==> config.mk <==
export PLATFORM = sky130hd
export DESIGN_NAME = frame_draw_scheduler
export DESIGN_NICKNAME = d
export VERILOG_FILES = /design/src/rtl/frame_draw_scheduler.sv
export SDC_FILE = /design/constraint.sdc
export NUM_CORES = 1
export LEC_CHECK = 0
export CAP_MARGIN = 25
export CORE_UTILIZATION = 35
export DETAILED_ROUTE_END_ITERATION = 7
export SYNTH_ARGS = -nofsm -noshare
export SYNTH_HDL_FRONTEND = slang
export SYNTH_SLANG_ARGS = --single-unit
==> constraint.sdc <==
create_clock -name clk -period 6.1 [get_ports clk]
set_clock_uncertainty 0.1 [all_clocks]
set_input_delay 1.22 -clock clk [delete_from_list [all_inputs] [get_ports clk]]
set_output_delay 1.22 -clock clk [all_outputs]
set_load 0.005 [all_outputs]
==> src/rtl/frame_draw_scheduler.sv <==
// rtl/frame_draw_scheduler.sv - per-frame sprite layer sequencer for the pet datapath
module frame_draw_scheduler #(
  parameter logic [5:0]  OBJ_FRAMES     = 6'd30,
  parameter logic [19:0] TIMEOUT_CYCLES = 20'hFFFFF
) (
  input  logic       clk,
  input  logic       resetn,
  input  logic       frame_tick,
  input  logic       draw_done,
  input  logic       start_btn,
  input  logic       deceased,
  input  logic       dying,
  input  logic       sick,
  input  logic       hungry,
  input  logic       dirty,
  input  logic       bored,
  input  logic       sleeping,
  input  logic       foodGiven,
  input  logic       ballGiven,
  input  logic       broomGiven,
  input  logic       pillsGiven,
  input  logic       firstAidGiven,
  output logic       draw_bg,
  output logic       draw_start,
  output logic       draw_end,
  output logic       draw_pet,
  output logic       draw_zs,
  output logic       draw_food,
  output logic       draw_ball,
  output logic       draw_broom,
  output logic       draw_pills,
  output logic       draw_firstAid,
  output logic       draw_hunger,
  output logic       draw_bored,
  output logic       draw_dirty,
  output logic       draw_sick,
  output logic       draw_dying,
  output logic       frame_busy,
  output logic [7:0] overrun_cnt,
  output logic       timeout_err
);

  typedef enum logic [1:0] {M_START, M_PLAY, M_END} mode_t;
  typedef enum logic [1:0] {F_WAIT, F_NEXT, F_DRAW} frame_t;

  // Item codes held in the latch
  localparam logic [2:0] I_FOOD = 3'd0, I_BALL = 3'd1, I_BROOM = 3'd2,
                         I_PILLS = 3'd3, I_FIRSTAID = 3'd4;
  // Bubble codes; B_NONE means no status bubble this frame
  localparam logic [2:0] B_NONE = 3'd0, B_DYING = 3'd1, B_SICK = 3'd2,
                         B_HUNGRY = 3'd3, B_DIRTY = 3'd4, B_BORED = 3'd5;

  mode_t       mode_q, mode_n;
  frame_t      state_q, state_n;
  logic [2:0]  idx_q, idx_n;
  logic        start_frame, frame_end;
  logic [2:0]  layer_cnt;
  logic        layer_en;
  logic        tmo_hit;
  logic [19:0] tmo_cnt;

  logic [5:0]  obj_frames;
  logic [2:0]  item_sel;
  logic        any_given;
  logic [2:0]  given_sel;
  logic [2:0]  bubble_sel;

  logic        snap_sleep;
  logic        snap_item;
  logic [2:0]  snap_item_sel;
  logic [2:0]  snap_bubble;

  assign any_given  = foodGiven | ballGiven | broomGiven | pillsGiven | firstAidGiven;
  assign layer_cnt  = (mode_q == M_PLAY) ? 3'd5 : 3'd1;
  assign tmo_hit    = (state_q == F_DRAW) && !draw_done && (tmo_cnt == TIMEOUT_CYCLES - 20'd1);
  assign frame_busy = (state_q != F_WAIT);

  // Item priority when several pulses land together
  always_comb begin
    given_sel = I_BALL;
    if (firstAidGiven)   given_sel = I_FIRSTAID;
    else if (pillsGiven) given_sel = I_PILLS;
    else if (foodGiven)  given_sel = I_FOOD;
    else if (broomGiven) given_sel = I_BROOM;
  end

  // Status bubble priority, sampled into the snapshot at frame start
  always_comb begin
    bubble_sel = B_NONE;
    if (dying)       bubble_sel = B_DYING;
    else if (sick)   bubble_sel = B_SICK;
    else if (hungry) bubble_sel = B_HUNGRY;
    else if (dirty)  bubble_sel = B_DIRTY;
    else if (bored)  bubble_sel = B_BORED;
  end

  // Whether the layer at the current index is drawn this frame
  always_comb begin
    layer_en = 1'b0;
    if (mode_q == M_PLAY) begin
      case (idx_q)
        3'd0, 3'd1: layer_en = 1'b1;
        3'd2:       layer_en = snap_sleep;
        3'd3:       layer_en = snap_item;
        3'd4:       layer_en = (snap_bubble != B_NONE);
        default:    layer_en = 1'b0;
      endcase
    end else begin
      layer_en = (idx_q == 3'd0);
    end
  end

  // Frame and mode next-state logic
  always_comb begin
    state_n     = state_q;
    idx_n       = idx_q;
    mode_n      = mode_q;
    start_frame = 1'b0;
    frame_end   = 1'b0;
    case (state_q)
      F_WAIT: begin
        if (frame_tick) begin
          start_frame = 1'b1;
          idx_n       = 3'd0;
          state_n     = F_NEXT;
          case (mode_q)
            M_START: if (start_btn) mode_n = M_PLAY;
            M_PLAY:  if (deceased)  mode_n = M_END;
            M_END:   if (start_btn) mode_n = M_START;
            default: mode_n = M_START;
          endcase
        end
      end
      F_NEXT: begin
        if (idx_q >= layer_cnt) begin
          state_n   = F_WAIT;
          frame_end = 1'b1;
        end else if (layer_en) begin
          state_n = F_DRAW;
        end else begin
          idx_n = idx_q + 3'd1;
        end
      end
      F_DRAW: begin
        if (draw_done || tmo_hit) begin
          idx_n   = idx_q + 3'd1;
          state_n = F_NEXT;
        end
      end
      default: state_n = F_WAIT;
    endcase
  end

  // State, mode and layer index registers
  always_ff @(posedge clk) begin
    if (!resetn) begin
      state_q <= F_WAIT;
      mode_q  <= M_START;
      idx_q   <= 3'd0;
    end else begin
      state_q <= state_n;
      mode_q  <= mode_n;
      idx_q   <= idx_n;
    end
  end

  // Per-frame snapshot so layer choices stay fixed while the frame is drawn
  always_ff @(posedge clk) begin
    if (!resetn) begin
      snap_sleep    <= 1'b0;
      snap_item     <= 1'b0;
      snap_item_sel <= I_FOOD;
      snap_bubble   <= B_NONE;
    end else if (start_frame) begin
      snap_sleep    <= sleeping;
      snap_item     <= (obj_frames != 6'd0);
      snap_item_sel <= item_sel;
      snap_bubble   <= bubble_sel;
    end
  end

  // Item latch: a new pulse beats the end-of-frame decrement; leaving play empties it
  always_ff @(posedge clk) begin
    if (!resetn) begin
      obj_frames <= 6'd0;
      item_sel   <= I_FOOD;
    end else if (mode_q == M_PLAY && mode_n != M_PLAY) begin
      obj_frames <= 6'd0;
      item_sel   <= I_FOOD;
    end else if (mode_q == M_PLAY && any_given) begin
      obj_frames <= OBJ_FRAMES;
      item_sel   <= given_sel;
    end else if (frame_end && mode_q == M_PLAY && obj_frames != 6'd0) begin
      obj_frames <= obj_frames - 6'd1;
    end
  end

  // Layer watchdog: counts draw cycles, restarts on every layer
  always_ff @(posedge clk) begin
    if (!resetn) begin
      tmo_cnt     <= 20'd0;
      timeout_err <= 1'b0;
    end else begin
      if (state_q == F_DRAW && !draw_done && !tmo_hit) tmo_cnt <= tmo_cnt + 20'd1;
      else                                             tmo_cnt <= 20'd0;
      if (tmo_hit) timeout_err <= 1'b1;
    end
  end

  // Saturating count of ticks that arrive while a frame is still in progress
  always_ff @(posedge clk) begin
    if (!resetn) overrun_cnt <= 8'd0;
    else if (frame_tick && state_q != F_WAIT && overrun_cnt != 8'hFF)
      overrun_cnt <= overrun_cnt + 8'd1;
  end

  // One-hot layer enable decode, only while a layer is being drawn
  always_comb begin
    draw_bg = 1'b0; draw_start = 1'b0; draw_end = 1'b0; draw_pet = 1'b0; draw_zs = 1'b0;
    draw_food = 1'b0; draw_ball = 1'b0; draw_broom = 1'b0; draw_pills = 1'b0; draw_firstAid = 1'b0;
    draw_hunger = 1'b0; draw_bored = 1'b0; draw_dirty = 1'b0; draw_sick = 1'b0; draw_dying = 1'b0;
    if (state_q == F_DRAW) begin
      case (mode_q)
        M_START: draw_start = 1'b1;
        M_END:   draw_end   = 1'b1;
        M_PLAY: begin
          case (idx_q)
            3'd0: draw_bg  = 1'b1;
            3'd1: draw_pet = 1'b1;
            3'd2: draw_zs  = 1'b1;
            3'd3: begin
              case (snap_item_sel)
                I_FOOD:     draw_food     = 1'b1;
                I_BALL:     draw_ball     = 1'b1;
                I_BROOM:    draw_broom    = 1'b1;
                I_PILLS:    draw_pills    = 1'b1;
                I_FIRSTAID: draw_firstAid = 1'b1;
                default:    draw_food     = 1'b0;
              endcase
            end
            3'd4: begin
              case (snap_bubble)
                B_DYING:  draw_dying  = 1'b1;
                B_SICK:   draw_sick   = 1'b1;
                B_HUNGRY: draw_hunger = 1'b1;
                B_DIRTY:  draw_dirty  = 1'b1;
                B_BORED:  draw_bored  = 1'b1;
                default:  draw_dying  = 1'b0;
              endcase
            end
            default: draw_bg = 1'b0;
          endcase
        end
        default: draw_start = 1'b0;
      endcase
    end
  end

endmodule

==> reports/results.txt <==
Status - finished, final reports clean
Core box area - 7810 sq um
Kind of critical path - register to output pin
Htree depth - 2
GR Overflow Total - 0
N_diodes - 0
Layout cells sized above 1 - 7.36%
Xor/xnor share of the synthesized area - 8.59%
Warnings from Yosys - 0
Synth Register Bits - 53
Post-placement cell area - 3360 sq um
Fin. max-slew vios - 0
Port bufs - 41
Die height - 92.3 um
Crit path from - state_q[0]$_SDFFE_PN0P_
Tmin final - 3.54 ns
Max stage delay cell, worst path - clkdlybuf4s50_1
Cell area after layout - 3480 sq um
Startpoint types - register
Initial antenna violation count - 0
CTS Hold Bufs - 0
Clk buf depth - 2
Area Growth Syn to Fin - 21.8%
First-pass GRT wire length - 10.6 mm
Final Hold Fails - 0
Lkg Pwr - 1.21 nW
Post-synthesis simple-gate area fraction - 30.7%
Yosys top cell area share - 37.2%
Worst reg2reg setup slack - 3.75 ns
Post-CTS Setup Repair Bufs - 0
Mux share of post-synthesis cell area - 1.93%
Sw Ratio - 33.5%
Die width - 92.3 um
Cell breakdown of the critical path - inv_1 > ha_1 > and2_2 > nand3_1 > nor4b_1 > clkdlybuf4s50_1
Seq/Total Area, Yosys - 37.2%
Drc violations - 0
Nets - 397
Reg clk slew, reported paths - 0.10 ns
CTS tree - built
Mean Syn Cell Area - 8.81 sq um
CTS sink count - 53
Drt wl/cell - 13.1 um
Largest net degree at the start of global routing - 32
Clock Latency Late Sink - 0.30 ns
Area contributors post-synth - dfxtp_1, ha_1, xor2_1, nor2_1, nand2_1
Worst r2r src - idx_q[2]$_SDFFE_PN0P_
Pint - 0.000627 W
RSZ-0062 raised after global routing - no
Total GRT Usage - 15.6%
DR pass1 iterations - 4
Number of DRC markers in iteration 0 - 169
Slew @ Worst Pin - 0.430 ns
GP Congestion - 0.844
Relative slew slack - 71.3%
FMAX - 0.282 GHz
Pwr/cell area - 271 nW/um^2
Hold Crit Class - register to register
CP arrival - 2.22 ns
Total I/O pin count - 42
Vias - 2,386
Logic pwr share - 31.0%
Post-DP HPWL - 4.57 mm
Max Fanout on Critical Path - 7
Share of synthesized registers carrying an async set or reset - 0%
Synth area leader - dfxtp_1
Req. time, crit path - 4.78 ns
CTS resizes - 0
Synth Area in Compound Gates - 11.9%
Utilization after layout - 44.5%
Root buffer cell - clkbuf_8
WP buf/inv - 2
Mapped cell area - 2860 sq um
Sequential share of power - 43.4%
Largest family of logic cells by synthesized area - simple AND/OR/NAND/NOR gates
Vias in the first global route - 2,240
Setup TNS - 0 ns
Ys flop type - dfxtp_1
Remaining antenna violation count - 0
Most common cell after layout, fill and taps aside - dfxtp_1
Mapped Cells - 324
Initial Util - 36.6%
Post-synth EDFFs - 0
Net Count, Synth - 355
Clock share of power - 25.6%
Post-Synth Adder-Cell Area - 6.13%
Max VDD drop - 0.108 mV
Synth cell types - 61
Max_cap viols - 0
Final setup viols - 0
Vias/cell - 5.09
Crit-path leading delay family - buffers and inverters
Die area - 8520 sq um
Tcrit/Tclk final - 58.0%
Core Rows - 32
Delay of the slowest critical-path stage - 0.57 ns
CP endpoint kind - output pin
Commonest non-fill, non-tap cells in the layout - dfxtp_1, clkdlybuf4s50_1, nor2_1
Routed WL - 6.13 mm
Sw Pwr - 0.000316 W
Hold wc startpoint - item_sel[2]$_SDFFE_PP0P_
Num CTS Buffers - 5
-- flip-flops by register name, indices dropped and copies added (netlist names) --
| name | count |
|---|---|
| mode_q | 2 |
| timeout_err | 1 |
| snap_sleep | 1 |
| snap_item_sel | 3 |
| tmo_cnt | 20 |
| obj_frames | 6 |
| state_q | 2 |
| snap_item | 1 |
| snap_bubble | 3 |
| overrun_cnt | 8 |
| item_sel | 3 |
| idx_q | 3 |
-- per-layer routing --
metal / up-vias / share of wire, % / global-route usage [%]
met5: - / 0 / 0
met4: 0 / 1.2 / 5.47
met3: 4 / 4.6 / 3.69
met2: 43 / 45 / 24.4
met1: 1114 / 49 / 20.9
li1: 1225 / - / -
-- synthesized netlist by cell type (6+ instances only) --
library cell	count
inv_1	15
nor2b_1	6
o21ai_0	9
xnor2_1	11
nor2_1	38
nor3b_1	6
nand3_1	18
xor2_1	17
and2_1	8
and3_1	7
nand4_1	12
ha_1	14
nor3_1	7
nand2_1	26
a21boi_0	7
dfxtp_1	53
a21oi_1	10
-- final timing paths --
path | cells after the start | to
min reg2reg | 2 | item_sel[2]$_SDFFE_PP0P_
min | 2 | item_sel[2]$_SDFFE_PP0P_
max | 6 | draw_sick
max reg2reg | 7 | state_q[0]$_SDFFE_PN0P_
-- tightest hold or removal path, stage by stage (launching register included) --
cell     delay [ns]
dfxtp_1        0.33
nand2_1        0.05
a21oi_1        0.05
-- power groups by stage --
stage / Sequential (W) / Clock [W] / Combinational (W)
2_1_floorplan: 0.000408 / 0 / 0.000215
3_3_place_gp: 0.000415 / 0 / 0.000292
3_5_place_dp: 0.000417 / 0 / 0.000294
4_1_cts: 0.000409 / 0.000249 / 0.000295
5_1_grt: 0.000415 / 0.000266 / 0.000330
6_report: 0.000409 / 0.000242 / 0.000292
-- area by class of cell --
class                   count  area (sq um)
repair buffers             42           418
multi-input cells         248          1690
flip-flops and latches     53          1060
fillers                   769          4330
clock buffers               5          68.8
well taps                 102           128
inverters                  16          62.6
clock inverters             3          46.3
-- cells by family (layout without fill, tap and decap cells) --
group,Yosys count,after routing
multiplexers,5,5
AO/OA/AOI/OAI,44,44
XOR/XNOR,28,28
AND/OR/NAND/NOR,157,157
adder cells (fa/ha/maj),14,14
flip-flops,53,53
buffers and inverters,23,66
-- per-stage QoR --
step / hold slack, ns / std cells / total power (W) / setup slack, ns
finish: 0.377 / 469 / 0.000943 / 2.56
global route: 0.410 / 469 / 0.00101 / 2.32
CTS: 0.385 / 469 / 0.000953 / 2.53
detailed placement: 0.370 / 461 / 0.000711 / 2.89
global placement: 0.346 / 461 / 0.000708 / 2.92
floorplan: 0.337 / 324 / 0.000624 / 3.57
Power figures use the tool's default switching activity.
